## config.mk

```make
export PLATFORM = sky130hd
export DESIGN_NAME = tag_array_ctrl_flat
export DESIGN_NICKNAME = d
export VERILOG_FILES = /design/src/rtl/tag_ctrl_pkg.sv /design/src/rtl/tag_array_ctrl_if.sv /design/src/rtl/tag_array_ctrl_rr_arb2.sv /design/src/rtl/tag_array_ctrl.sv /design/src/flat_wrapper.sv
export SDC_FILE = /design/constraint.sdc
export NUM_CORES = 1
export LEC_CHECK = 0
export ABC_AREA = 1
export BUFFER_PORTS_ARGS = -buffer_cell sky130_fd_sc_hd__buf_2
export CAP_MARGIN = 20
export CORE_ASPECT_RATIO = 0.75
export CORE_MARGIN = 10
export CORE_UTILIZATION = 44
export CTS_BUF_LIST = sky130_fd_sc_hd__clkbuf_2
export CTS_CLUSTER_SIZE = 8
export DETAILED_ROUTE_END_ITERATION = 10
export PLACE_DENSITY = 0.87
export SLEW_MARGIN = 20
export SYNTH_ARGS = -nofsm -noshare
export SYNTH_HDL_FRONTEND = slang
export SYNTH_SLANG_ARGS = --single-unit
```

## constraint.sdc

```tcl
create_clock -name clk -period 1.27 [get_ports clk]
set_input_delay 0.254 -clock clk [delete_from_list [all_inputs] [get_ports clk]]
set_output_delay 0.254 -clock clk [all_outputs]
set_load 0.005 [all_outputs]
```

## src/rtl/tag_ctrl_pkg.sv

```systemverilog
// Shared types and default geometry for the tag array controller.
package tag_ctrl_pkg;

    localparam int unsigned TAG_WIDTH_DEF = 23;
    localparam int unsigned IDX_WIDTH_DEF = 5;

    typedef enum logic {
        INIT = 1'b0,
        RUN  = 1'b1
    } state_e;

    typedef enum logic {
        GNT_LK = 1'b0,
        GNT_WR = 1'b1
    } grant_e;

endpackage

```

## src/rtl/tag_array_ctrl_if.sv

```systemverilog
// Requester-side bundle: flush/init status, lookup channel and fill channel.
interface tag_array_ctrl_if
    import tag_ctrl_pkg::*;
#(
    parameter int TAG_WIDTH = TAG_WIDTH_DEF,
    parameter int IDX_WIDTH = IDX_WIDTH_DEF
) ();

    logic                 flush;
    logic                 init_done;
    logic                 lk_req;
    logic [IDX_WIDTH-1:0] lk_idx;
    logic [TAG_WIDTH-1:0] lk_tag;
    logic                 lk_gnt;
    logic                 lk_rvalid;
    logic [TAG_WIDTH-1:0] lk_rtag;
    logic                 lk_hit;
    logic                 wr_req;
    logic [IDX_WIDTH-1:0] wr_idx;
    logic [TAG_WIDTH-1:0] wr_tag;
    logic                 wr_gnt;

    // Cache control side
    modport master (
        output flush, lk_req, lk_idx, lk_tag, wr_req, wr_idx, wr_tag,
        input  init_done, lk_gnt, lk_rvalid, lk_rtag, lk_hit, wr_gnt
    );

    // Tag array controller side
    modport slave (
        input  flush, lk_req, lk_idx, lk_tag, wr_req, wr_idx, wr_tag,
        output init_done, lk_gnt, lk_rvalid, lk_rtag, lk_hit, wr_gnt
    );

endinterface

```

## src/rtl/tag_array_ctrl_rr_arb2.sv

```systemverilog
// Two-requester round-robin arbiter (lookup vs fill) for the shared SRAM port.
module rr_arb2
    import tag_ctrl_pkg::*;
(
    input  logic clk,
    input  logic rst,
    input  logic en_i,
    input  logic req_lk_i,
    input  logic req_wr_i,
    output logic gnt_lk_o,
    output logic gnt_wr_o
);

    grant_e last_q, last_d;

    // Lone requester always wins; on contention grant the side that lost last time
    always_comb begin
        gnt_lk_o = 1'b0;
        gnt_wr_o = 1'b0;
        last_d   = last_q;
        if (en_i) begin
            if (req_lk_i && req_wr_i) begin
                if (last_q == GNT_WR) begin
                    gnt_lk_o = 1'b1;
                    last_d   = GNT_LK;
                end else begin
                    gnt_wr_o = 1'b1;
                    last_d   = GNT_WR;
                end
            end else begin
                gnt_lk_o = req_lk_i;
                gnt_wr_o = req_wr_i;
            end
        end
    end

    // History register, moves only on contention grants
    always_ff @(posedge clk) begin
        if (rst) begin
            last_q <= GNT_WR;
        end else begin
            last_q <= last_d;
        end
    end

endmodule

```

## src/rtl/tag_array_ctrl.sv

```systemverilog
// Tag SRAM sequencer: zero sweep after reset/flush, then lookup/fill arbitration
// onto a single-port RW macro with one-cycle lookup result latency.
module tag_array_ctrl
    import tag_ctrl_pkg::*;
#(
    parameter int TAG_WIDTH = TAG_WIDTH_DEF,
    parameter int IDX_WIDTH = IDX_WIDTH_DEF
) (
    input  logic                 clk,
    input  logic                 rst,
    tag_array_ctrl_if.slave      bus,
    output logic                 sram_csb,
    output logic                 sram_web,
    output logic [IDX_WIDTH-1:0] sram_addr,
    output logic [TAG_WIDTH-1:0] sram_din,
    input  logic [TAG_WIDTH-1:0] sram_dout
);

    state_e               state_q, state_d;
    logic [IDX_WIDTH-1:0] cnt_q, cnt_d;
    logic                 rvalid_q;
    logic [TAG_WIDTH-1:0] cap_tag_q;
    logic [IDX_WIDTH-1:0] addr_q;
    logic [TAG_WIDTH-1:0] din_q;
    logic                 arb_en;
    logic                 gnt_lk;
    logic                 gnt_wr;

    assign arb_en = (state_q == RUN) && !rst;

    rr_arb2 u_arb (
        .clk      (clk),
        .rst      (rst),
        .en_i     (arb_en),
        .req_lk_i (bus.lk_req),
        .req_wr_i (bus.wr_req),
        .gnt_lk_o (gnt_lk),
        .gnt_wr_o (gnt_wr)
    );

    // Next state and SRAM drive; idle cycles keep the last address/data on the bus
    always_comb begin
        state_d   = state_q;
        cnt_d     = cnt_q;
        sram_csb  = 1'b1;
        sram_web  = 1'b1;
        sram_addr = addr_q;
        sram_din  = din_q;
        if (!rst) begin
            case (state_q)
                INIT: begin
                    sram_csb  = 1'b0;
                    sram_web  = 1'b0;
                    sram_addr = cnt_q;
                    sram_din  = '0;
                    cnt_d     = cnt_q + IDX_WIDTH'(1);
                    if (&cnt_q) begin
                        state_d = RUN;
                    end
                end
                RUN: begin
                    if (gnt_wr) begin
                        sram_csb  = 1'b0;
                        sram_web  = 1'b0;
                        sram_addr = bus.wr_idx;
                        sram_din  = bus.wr_tag;
                    end else if (gnt_lk) begin
                        sram_csb  = 1'b0;
                        sram_addr = bus.lk_idx;
                    end
                    if (bus.flush) begin
                        state_d = INIT;
                        cnt_d   = '0;
                    end
                end
                default: begin
                    state_d = INIT;
                    cnt_d   = '0;
                end
            endcase
        end
    end

    // State, sweep counter, lookup pipeline and SRAM bus hold registers
    always_ff @(posedge clk) begin
        if (rst) begin
            state_q   <= INIT;
            cnt_q     <= '0;
            rvalid_q  <= 1'b0;
            cap_tag_q <= '0;
            addr_q    <= '0;
            din_q     <= '0;
        end else begin
            state_q  <= state_d;
            cnt_q    <= cnt_d;
            rvalid_q <= gnt_lk;
            if (gnt_lk) begin
                cap_tag_q <= bus.lk_tag;
            end
            addr_q <= sram_addr;
            din_q  <= sram_din;
        end
    end

    // Status outputs are forced to reset values while rst is held
    assign bus.init_done = (state_q == RUN) && !rst;
    assign bus.lk_gnt    = gnt_lk;
    assign bus.wr_gnt    = gnt_wr;
    assign bus.lk_rvalid = rvalid_q && !rst;
    assign bus.lk_rtag   = bus.lk_rvalid ? sram_dout : '0;
    assign bus.lk_hit    = bus.lk_rvalid && (sram_dout == cap_tag_q);

endmodule

```

## src/flat_wrapper.sv

```systemverilog
// flat-port wrapper written by rule: the top's interface ports become plain ports
module tag_array_ctrl_flat import tag_ctrl_pkg::*;
#(
    parameter int TAG_WIDTH = TAG_WIDTH_DEF,
    parameter int IDX_WIDTH = IDX_WIDTH_DEF
)
  (clk, rst, sram_csb, sram_web, sram_addr, sram_din, sram_dout, bus_flush, bus_lk_req, bus_lk_idx, bus_lk_tag, bus_wr_req, bus_wr_idx, bus_wr_tag, bus_init_done, bus_lk_gnt, bus_lk_rvalid, bus_lk_rtag, bus_lk_hit, bus_wr_gnt);
  tag_array_ctrl_if #(.TAG_WIDTH(TAG_WIDTH), .IDX_WIDTH(IDX_WIDTH)) bus_i ();
  input  logic clk;
  input  logic rst;
  output logic sram_csb;
  output logic sram_web;
  output logic [IDX_WIDTH-1:0] sram_addr;
  output logic [TAG_WIDTH-1:0] sram_din;
  input  logic [TAG_WIDTH-1:0] sram_dout;
  input wire logic [$bits(bus_i.flush)-1:0] bus_flush;
  input wire logic [$bits(bus_i.lk_req)-1:0] bus_lk_req;
  input wire logic [$bits(bus_i.lk_idx)-1:0] bus_lk_idx;
  input wire logic [$bits(bus_i.lk_tag)-1:0] bus_lk_tag;
  input wire logic [$bits(bus_i.wr_req)-1:0] bus_wr_req;
  input wire logic [$bits(bus_i.wr_idx)-1:0] bus_wr_idx;
  input wire logic [$bits(bus_i.wr_tag)-1:0] bus_wr_tag;
  output wire logic [$bits(bus_i.init_done)-1:0] bus_init_done;
  output wire logic [$bits(bus_i.lk_gnt)-1:0] bus_lk_gnt;
  output wire logic [$bits(bus_i.lk_rvalid)-1:0] bus_lk_rvalid;
  output wire logic [$bits(bus_i.lk_rtag)-1:0] bus_lk_rtag;
  output wire logic [$bits(bus_i.lk_hit)-1:0] bus_lk_hit;
  output wire logic [$bits(bus_i.wr_gnt)-1:0] bus_wr_gnt;
  assign bus_i.flush = bus_flush;
  assign bus_i.lk_req = bus_lk_req;
  assign bus_i.lk_idx = bus_lk_idx;
  assign bus_i.lk_tag = bus_lk_tag;
  assign bus_i.wr_req = bus_wr_req;
  assign bus_i.wr_idx = bus_wr_idx;
  assign bus_i.wr_tag = bus_wr_tag;
  assign bus_init_done = bus_i.init_done;
  assign bus_lk_gnt = bus_i.lk_gnt;
  assign bus_lk_rvalid = bus_i.lk_rvalid;
  assign bus_lk_rtag = bus_i.lk_rtag;
  assign bus_lk_hit = bus_i.lk_hit;
  assign bus_wr_gnt = bus_i.wr_gnt;
  tag_array_ctrl #(.TAG_WIDTH(TAG_WIDTH), .IDX_WIDTH(IDX_WIDTH)) u_core (.clk(clk), .rst(rst), .bus(bus_i), .sram_csb(sram_csb), .sram_web(sram_web), .sram_addr(sram_addr), .sram_din(sram_din), .sram_dout(sram_dout));
endmodule
```

=== Word-level counts from Yosys, hierarchy flattened ===
Cells that the tools add are included.

* Register bits after elaboration: 59
* Bits of input ports: 84
* Output and inout port bits: 58
* Word-level logic and storage cells: 44

* $add $sub $neg: 1
* Eq/ne operators: 2
* Mux-type cells: 26
* Bitwise operators: 1
* Reduce and logical (&&, ||, !) cells: 7

{| class="wikitable"
|+ Operators with widths
! cell !! count
|-
| 23-bit two-way mux || 3
|-
| 23-bit one-hot mux with 2 select lines || 1
|-
| 23-bit == test || 1
|-
| 5-bit two-way mux || 4
|-
| 5-bit one-hot mux with 2 select lines || 2
|-
| 1-bit two-way mux || 13
|-
| 1-bit one-hot mux with 2 select lines || 3
|-
| 5-bit by 1-bit adder with 5-bit output (second input constant) || 1
|-
| 5-bit AND reduction || 1
|-
| 1-bit logical AND || 4
|-
| 2-bit != test (second input constant) || 1
|-
| 2-bit AND reduction || 1
|-
| 1-bit zero test || 1
|-
| 1-bit inverter || 1
|}

=== Longest topological paths before layout ===
Gate-level depths: netlist of the first run.

* Depth in word-level cells: 7
* Gate-level depth with buffers: 9
* Depth with buffers taken out: 8

=== Cells and area by module ===
Synthesis of the first run repeated with hierarchy kept, for this count alone.

* Cell total of the unflattened synthesis: 499
* Area, all modules: 3170.5 µm²

{| class="wikitable"
|+ By module, submodules not included
! module !! instances !! cells each !! area each (µm²) !! sequential area each (µm²)
|-
| tag_array_ctrl || 1 || 486 || 3094.2 || 1161.1
|-
| rr_arb2 || 1 || 13 || 76.3 || 20.0
|}

=== Least setup slack after synthesis of the first run ===
Ideal clock, no wire load.

* Kind: reg2out
* Start point: reg u_core.state_q
* End point: out sram_addr[1]
* Arrival time: 1123 ps
* Required time: 1016 ps
* Setup slack: -107 ps
* Stages on the path, launching flop included: 10
* Cell sequence: dfxtp_1 -> inv_2 -> nor2_8 -> nand3_4 -> buf_6 -> nand2_1 -> nand3_1 -> nand2_1 -> nand2_1 -> nand2_1

* Cells in the longest elaborated chain, start to end: 6

{| class="wikitable"
|+ Ends and longest elaborated chain
! what !! RTL line !! RTL
|-
| start, declared || tag_array_ctrl.sv:19 || <nowiki>state_e state_q, state_d;</nowiki>
|-
| start signal, assigned || tag_array_ctrl.sv:94 || <nowiki>state_q <= state_d;</nowiki>
|-
| 1-bit logical AND || tag_array_ctrl.sv:29 || <nowiki>assign arb_en = (state_q == RUN) && !rst;</nowiki>
|-
| 1-bit two-way mux || tag_array_ctrl_rr_arb2.sv:21 || <nowiki>if (en_i) begin</nowiki>
|-
| 5-bit two-way mux || tag_array_ctrl.sv:67 || <nowiki>end else if (gnt_lk) begin</nowiki>
|-
| 5-bit two-way mux || tag_array_ctrl.sv:62 || <nowiki>if (gnt_wr) begin</nowiki>
|-
| 5-bit one-hot mux with 2 select lines (*) || tag_array_ctrl.sv:50 || <nowiki>case (state_q)</nowiki>
|-
| 5-bit two-way mux (*) || tag_array_ctrl.sv:49 || <nowiki>if (!rst) begin</nowiki>
|-
| end, declared || flat_wrapper.sv:13 || <nowiki>output logic [IDX_WIDTH-1:0] sram_addr;</nowiki>
|}

Every way passes the cells marked *; elsewhere a longest branch is shown, timed or not.

=== Worst setup path after layout of the first run ===
* Start point: reg u_core.state_q
* End point: out sram_din[13]

* Cells in the longest elaborated chain, start to end: 5

{| class="wikitable"
|+ Ends and longest elaborated chain
! what !! RTL line !! RTL
|-
| 1-bit logical AND || tag_array_ctrl.sv:29 ||
|-
| 1-bit two-way mux || tag_array_ctrl_rr_arb2.sv:21 ||
|-
| 23-bit two-way mux || tag_array_ctrl.sv:62 ||
|-
| 23-bit one-hot mux with 2 select lines (*) || tag_array_ctrl.sv:50 ||
|-
| 23-bit two-way mux (*) || tag_array_ctrl.sv:49 ||
|-
| end, declared || flat_wrapper.sv:14 || <nowiki>output logic [TAG_WIDTH-1:0] sram_din;</nowiki>
|}

Marks and branches as above.

==> flow_metrics.env, run 1 <==
export IMPL_antenna_found_initial=0
export IMPL_reg2regPathDepth=9
export IMPL_synthDistinctLibCells=26
export IMPL_totalWireLength_um=12410
export IMPL_gp_congestion=0.9055
export IMPL_hold_viol=3
export IMPL_cts_tree="done"
export IMPL_antenna_left=0
export IMPL_worst_path_max_delay_cell="dfxtp_4"
export IMPL_syn_area_per_cell_um2=6.352
export IMPL_tns_ns=-39.61
export IMPL_wl_per_cell_um=15.37
export IMPL_hold_path_class="input port to flop"
export IMPL_grt_busiest_layer="met2"
export IMPL_cts_buffer_depth=2
export IMPL_fmax_ghz=0.4803
export IMPL_swShare_pct=27.94
export IMPL_synth_top_area_share_pct=36.53
export IMPL_cts_max_level=3
export IMPL_finalWorstSetupSlack_ns=-0.8120
export IMPL_drcViolationCount=0
export IMPL_num_rows=26
export IMPL_grt_pass1_wl_um=18330
export IMPL_post_route_period_util_pct=163.9
export IMPL_muxShareOfSynthArea_pct=0
export IMPL_synth_compound_area_share_pct=17.84
export IMPL_ys_ff_latch=59
export IMPL_die_w_um=119.0
export IMPL_p_leak_nw=2.666
export IMPL_finalCriticalPeriod_ns=2.082
export IMPL_tightest_slew_ns=0.2784
export IMPL_finalNetCount=790
export IMPL_start_util_pct=46.44
export IMPL_internal_power_mw=2.532
export IMPL_cts_sinks=59
export IMPL_combinationalPowerShare_pct=13.8
export IMPL_seq_power_share_pct=53.4
export IMPL_yosysWarnings=0
export IMPL_dpl_worst_slack_ns=-0.2921
export IMPL_drtIter0Drc=313
export IMPL_cts_buffers=9
export IMPL_die_h_um=94.24
export IMPL_core_mm2=0.006962
export IMPL_skew_ns=0.02558
export IMPL_clock_root_buffer="clkbuf_2"
export IMPL_p_per_area_mw_per_mm2=711.3
export IMPL_vdd_drop_max_mv=0.4713
export IMPL_status="finished, violations left"
export IMPL_drive_above_1_share_pct=38.98
export IMPL_path_cells="inv_6 > nor2_8 > nand2_4 > buf_12 > o211ai_1 > buf_2"
export IMPL_grt_util_met1_pct=20.43
export IMPL_whs_path_depth=3
export IMPL_viasPerCell=5.071
export IMPL_clock_latency_ns=0.52
export IMPL_boundaryPins=142
export IMPL_p_clk_share_pct=32.8
export IMPL_synth_top_area_cell="dfxtp_1"
export IMPL_max_slew_margin_pct=81.24
export IMPL_synth_fa_ha_area_share_pct=0.7740
export IMPL_final_util_pct=70.96
export IMPL_ys_seq_area_share_pct=36.53
export IMPL_drv_cap=0
export IMPL_arrival_ns=1.83
export IMPL_grt_pass1_vias=3862
export IMPL_final_common_cell="buf_2"
export IMPL_clkTransAtPathRegs_ns=0.16
export IMPL_violations="negative hold slack, negative setup slack"
export IMPL_rsz0062_at_grt="yes"
export IMPL_grtUsageMet3_pct=5.886
export IMPL_crit_path_max_fanout=23
export IMPL_syn_inst=509
export IMPL_post_dp_hpwl_um=8533
export IMPL_grt_usage_pct=19.54
export IMPL_setup_viol=84
export IMPL_synthToLayoutAreaGrowth_pct=52.79
export IMPL_port_buffers=141
export IMPL_switchingPower_uw=981.6
export IMPL_dieArea_mm2=0.01121
export IMPL_mostFrequentLayoutCells="buf_2, nand2_1, inv_1, nor2_1, dfxtp_1"
export IMPL_synth_nets=595
export IMPL_synth_xor_area_share_pct=0.5418
export IMPL_use_met2_pct=36.31
export IMPL_synthTopCellsByArea="dfxtp_1, nand2_1, nor2_1, inv_1, o21ai_0"
export IMPL_synth_area_mm2=0.003233
export IMPL_holdWs_ns=-0.007956
export IMPL_worstSetupStartpointType="flop"
export IMPL_dr_pass1_iters=5
export IMPL_grt_overflow=0
export IMPL_crit_path_end_kind="primary output"
export IMPL_cp_required_ns=1.02
export IMPL_yosys_area_share_simple_pct=30.73
export IMPL_setup_worst_path_class="flop to primary output"
export IMPL_grt_start_max_net_pins=46
export IMPL_drv_slew=0
export IMPL_max_stage_delay_ns=0.40
export IMPL_num_vias=4092
export IMPL_synth_top_family_by_area="simple AND/OR/NAND/NOR gates"
==> flip-flops by register name, indices dropped and copies added (netlist names) <==
name                 cells
u_core.rvalid_q          1
u_core.cap_tag_q        23
u_core.state_q           1
u_core.cnt_q             5
u_core.u_arb.last_q      1
u_core.din_q            23
u_core.addr_q            5
==> power groups by stage <==
stage	Combinational, mW	Sequential (mW)	Clock (mW)
2_1_floorplan	0.152	1.91	0
4_1_cts	0.402	1.87	1.15
5_1_grt	0.527	1.88	1.24
3_3_place_gp	0.367	1.91	0
3_5_place_dp	0.382	1.91	0
6_report	0.485	1.88	1.15
==> Yosys cell counts, drive strengths merged <==
library cell	n
a21boi	1
a21oi	18
a31oi	1
buf	16
clkbuf	6
dfxtp	59
ha	2
inv	84
nand2	123
nand3	29
nand4	4
nor2	86
o211ai	16
o21ai	61
o22ai	1
xnor2	1
xor2	1
==> what timing repair did <==
action                                  4_1_cts  5_1_grt
cloned                                        1        1
hold buffers                                  6       12
buffers inserted                              5        5
pin swaps                                    20       13
endpoints found under the hold margin         6       12
endpoints found under the setup margin       85      101
resized for setup                            31       82
==> cells by family (layout without fill, tap and decap cells) <==
family          count (synthesis)  in the layout
xor+xnor                        2              2
buf+inv                       106            305
other cells                     0              1
fa+ha+maj                       2              2
compound gates                 98             98
simple gates                  242            242
flops                          59             59
==> path summary, 6_finish.rpt <==
path	start	endpoint	slack (ns)
hold / removal	bus_lk_tag[6]	u_core.cap_tag_q[6]	-0.008
setup reg to reg	u_core.state_q	u_core.cap_tag_q[6]	-0.14
setup / recovery	u_core.state_q	sram_din[13]	-0.81
hold reg to reg	u_core.cap_tag_q[8]	u_core.cap_tag_q[8]	0.48
==> worst max-delay path, delay by kind of cell, from the launching register on <==
family	cells	cell delay (ns)
flops	1	0.40
compound gates	1	0.20
buf+inv	3	0.40
simple gates	2	0.31
==> metrics by stage <==
step | instances | cell area (µm²) | total power [mW]
final | 807 | 4940 | 3.514
after global placement | 764 | 4268 | 2.280
after detailed placement | 764 | 4268 | 2.297
after floorplan | 509 | 3243 | 2.064
after global routing | 806 | 4937 | 3.649
after CTS | 791 | 4587 | 3.423
==> cell type report <==
class                           count  area [µm²]
Multi-Input combinational cell    344        1815
Sequential cell                    59        1192
Timing Repair Buffer              206        1375
Fill cell                         554        2022
Inverter                           84       329.1
Antenna cell                        1       2.502
Tap cell                           98       122.6
Clock buffer                        9       45.04
Clock inverter                      6       57.56
==> metal layers <==
metal  share of wire, %  vias to the layer above  wire length (µm)
met4                3.7                        0               459
met5                  0                        -                 0
met2                 52                      183              6434
met3                6.4                       51               796
li1                   -                     1976                 -
met1                 38                     1882              4716
(Power assumes the default switching activity.)
==> inputs of run 2 (changes only) <==
CORE_UTILIZATION = 45   (was 44)
PLACE_DENSITY = 0.86   (was 0.87)
clock period = 2.1 ns   (was 1.27 ns; I/O delays follow)
==> flow_metrics.env, run 2 (synthesized netlist as in run 1, its figures left out) <==
export IMPL_grt_pass1_vias=3857
export IMPL_finalCriticalPeriod_ns=2.352
export IMPL_die_w_um=117.9
export IMPL_drv_cap=0
export IMPL_clock_root_buffer="clkbuf_2"
export IMPL_skew_ns=0.03898
export IMPL_multi_input_area_mm2=0.001842
export IMPL_dp_cells=734
export IMPL_wl_per_cell_um=16.82
export IMPL_crit_path_max_fanout=4
export IMPL_num_vias=4262
export IMPL_dr_pass1_iters=6
export IMPL_arrival_ns=1.93
export IMPL_setup_worst_path_class="flop to primary output"
export IMPL_post_route_period_util_pct=112.0
export IMPL_cts_buffer_depth=2
export IMPL_hold_viol=0
export IMPL_cts_buffers=9
export IMPL_gp_congestion=0.8670
export IMPL_synthToLayoutAreaGrowth_pct=49.03
export IMPL_boundaryPins=142
export IMPL_drv_slew=0
export IMPL_violations="negative setup slack"
export IMPL_cts_max_level=3
export IMPL_grt_pass1_wl_um=17930
export IMPL_cts_sinks=59
export IMPL_final_common_cell="buf_2"
export IMPL_whs_path_depth=3
export IMPL_worstSetupStartpointType="flop"
export IMPL_num_rows=26
export IMPL_cts_hold_fix_buffers=0
export IMPL_grt_start_max_net_pins=34
export IMPL_fill_cells=528
export IMPL_port_buffers=141
export IMPL_mostFrequentLayoutCells="buf_2, nand2_1, inv_1, nor2_1, o21ai_0"
export IMPL_fmax_ghz=0.4252
export IMPL_p_leak_nw=2.539
export IMPL_drcViolationCount=0
export IMPL_stdcell_count=794
export IMPL_grt_usage_pct=19.52
export IMPL_regArea_mm2=0.001195
export IMPL_reg_top3="u_core.cap_tag_q (23), u_core.din_q (23)"
export IMPL_hold_path_class="input port to flop"
export IMPL_totalWireLength_um=13360
export IMPL_p_per_area_mw_per_mm2=432.2
export IMPL_status="finished, violations left"
export IMPL_final_area_mm2=0.004818
export IMPL_drive_above_1_share_pct=39.63
export IMPL_crit_path_end_kind="primary output"
export IMPL_core_mm2=0.006897
export IMPL_clkTransAtPathRegs_ns=0.18
export IMPL_finalNetCount=775
export IMPL_finalWorstSetupSlack_ns=-0.2521
export IMPL_post_dp_hpwl_um=7866
export IMPL_setup_viol=45
export IMPL_rsz0062_at_grt="yes"
export IMPL_place_area_mm2=0.004010
export IMPL_max_slew_margin_pct=71.20
export IMPL_reg2regPathDepth=15
export IMPL_dieArea_mm2=0.01101
export IMPL_tightest_slew_ns=0.4304
export IMPL_antenna_found_initial=1
export IMPL_holdWs_ns=0.1596
export IMPL_start_util_pct=46.88
export IMPL_vdd_drop_max_mv=0.3171
export IMPL_viasPerCell=5.368
export IMPL_cp_required_ns=1.68
export IMPL_clock_latency_ns=0.52
export IMPL_cts_tree="done"
export IMPL_antenna_left=0
export IMPL_die_h_um=93.41
export IMPL_grt_overflow=0
export IMPL_drtIter0Drc=443
run 2: cell count changes in the layout (fill, tap and decap cells not counted), moves of 4 or more:
cell           delta
nand3_1           -9
nor2_2            -6
o21ai_0          +24
o21ai_1           -9
nand2_1           -4
buf_4             -4
o21ai_2          -14
dlygate4sd3_1    -18
nor2_4            +7
nand3_2           +9
buf_6             +7
run 2: critical path, cell delays in order, from the launching register on:
cell and delay [ns]:
dfxtp_4 0.41, buf_4 0.13, nand2_2 0.06, a31oi_4 0.31
nand4_1 0.26, nand3_2 0.14, buf_2 0.12
run 2: layout make-up:
| cell class | instances | area share, % |
|---|---|---|
| repair inverters | 2 | 0.3116 |
| repair buffers | 188 | 24.72 |
| flip-flops and latches | 59 | 24.80 |
| multi-input cells | 345 | 38.22 |
| diodes | 2 | 0.1039 |
| inverters | 84 | 7.089 |
| clock inverters | 6 | 1.169 |
| clock buffers | 10 | 1.039 |
| well taps | 98 | 2.545 |
run 2: timing repair:
item                                   CTS  global route
setup buffers                           33            10
endpoints found under the hold margin    0             0
pin swaps                               14            22
setup endpoints to repair               55            57
gates cloned                             3             2
resized for setup                       36            74
run 2: metrics by stage:
stage / utilization [%] / TNS [ns] / setup slack (ns) / total power, mW
4_1_cts: 64.97 / -3.052 / -0.1595 / 2.055
6_report: 69.87 / -4.287 / -0.2521 / 2.082
5_1_grt: 69.87 / -9.880 / -0.3376 / 2.170
3_3_place_gp: 58.15 / 0 / 0.1692 / 1.360
2_1_floorplan: - / 0 / 0.5316 / 1.249
3_5_place_dp: 58.15 / 0 / 0.1093 / 1.366
run 2: final timing paths:
path	slack (ns)	to	from
setup / recovery	-0.25	sram_addr[2]	u_core.u_arb.last_q
hold / removal	0.16	u_core.cap_tag_q[4]	bus_lk_tag[4]
setup reg to reg	0.04	u_core.addr_q[3]	u_core.u_arb.last_q
hold reg to reg	0.48	u_core.cap_tag_q[8]	u_core.cap_tag_q[8]
run 2: report_power, final:
group / internal, mW / leakage (nW) / switching, mW
Clock: 0.267 / 0.0607 / 0.442
Combinational: 0.101 / 2.00 / 0.138
Sequential: 1.13 / 0.479 / 0.00810
run 2: metal layers:
metal | GRT usage (%) | up-vias | part of all wire [%]
li1 | - | 1958 | -
met1 | 20.95 | 1916 | 37
met2 | 35.42 | 306 | 49
met3 | 6.366 | 82 | 9.1
met4 | 7.392 | 0 | 5.4
met5 | 0 | - | 0
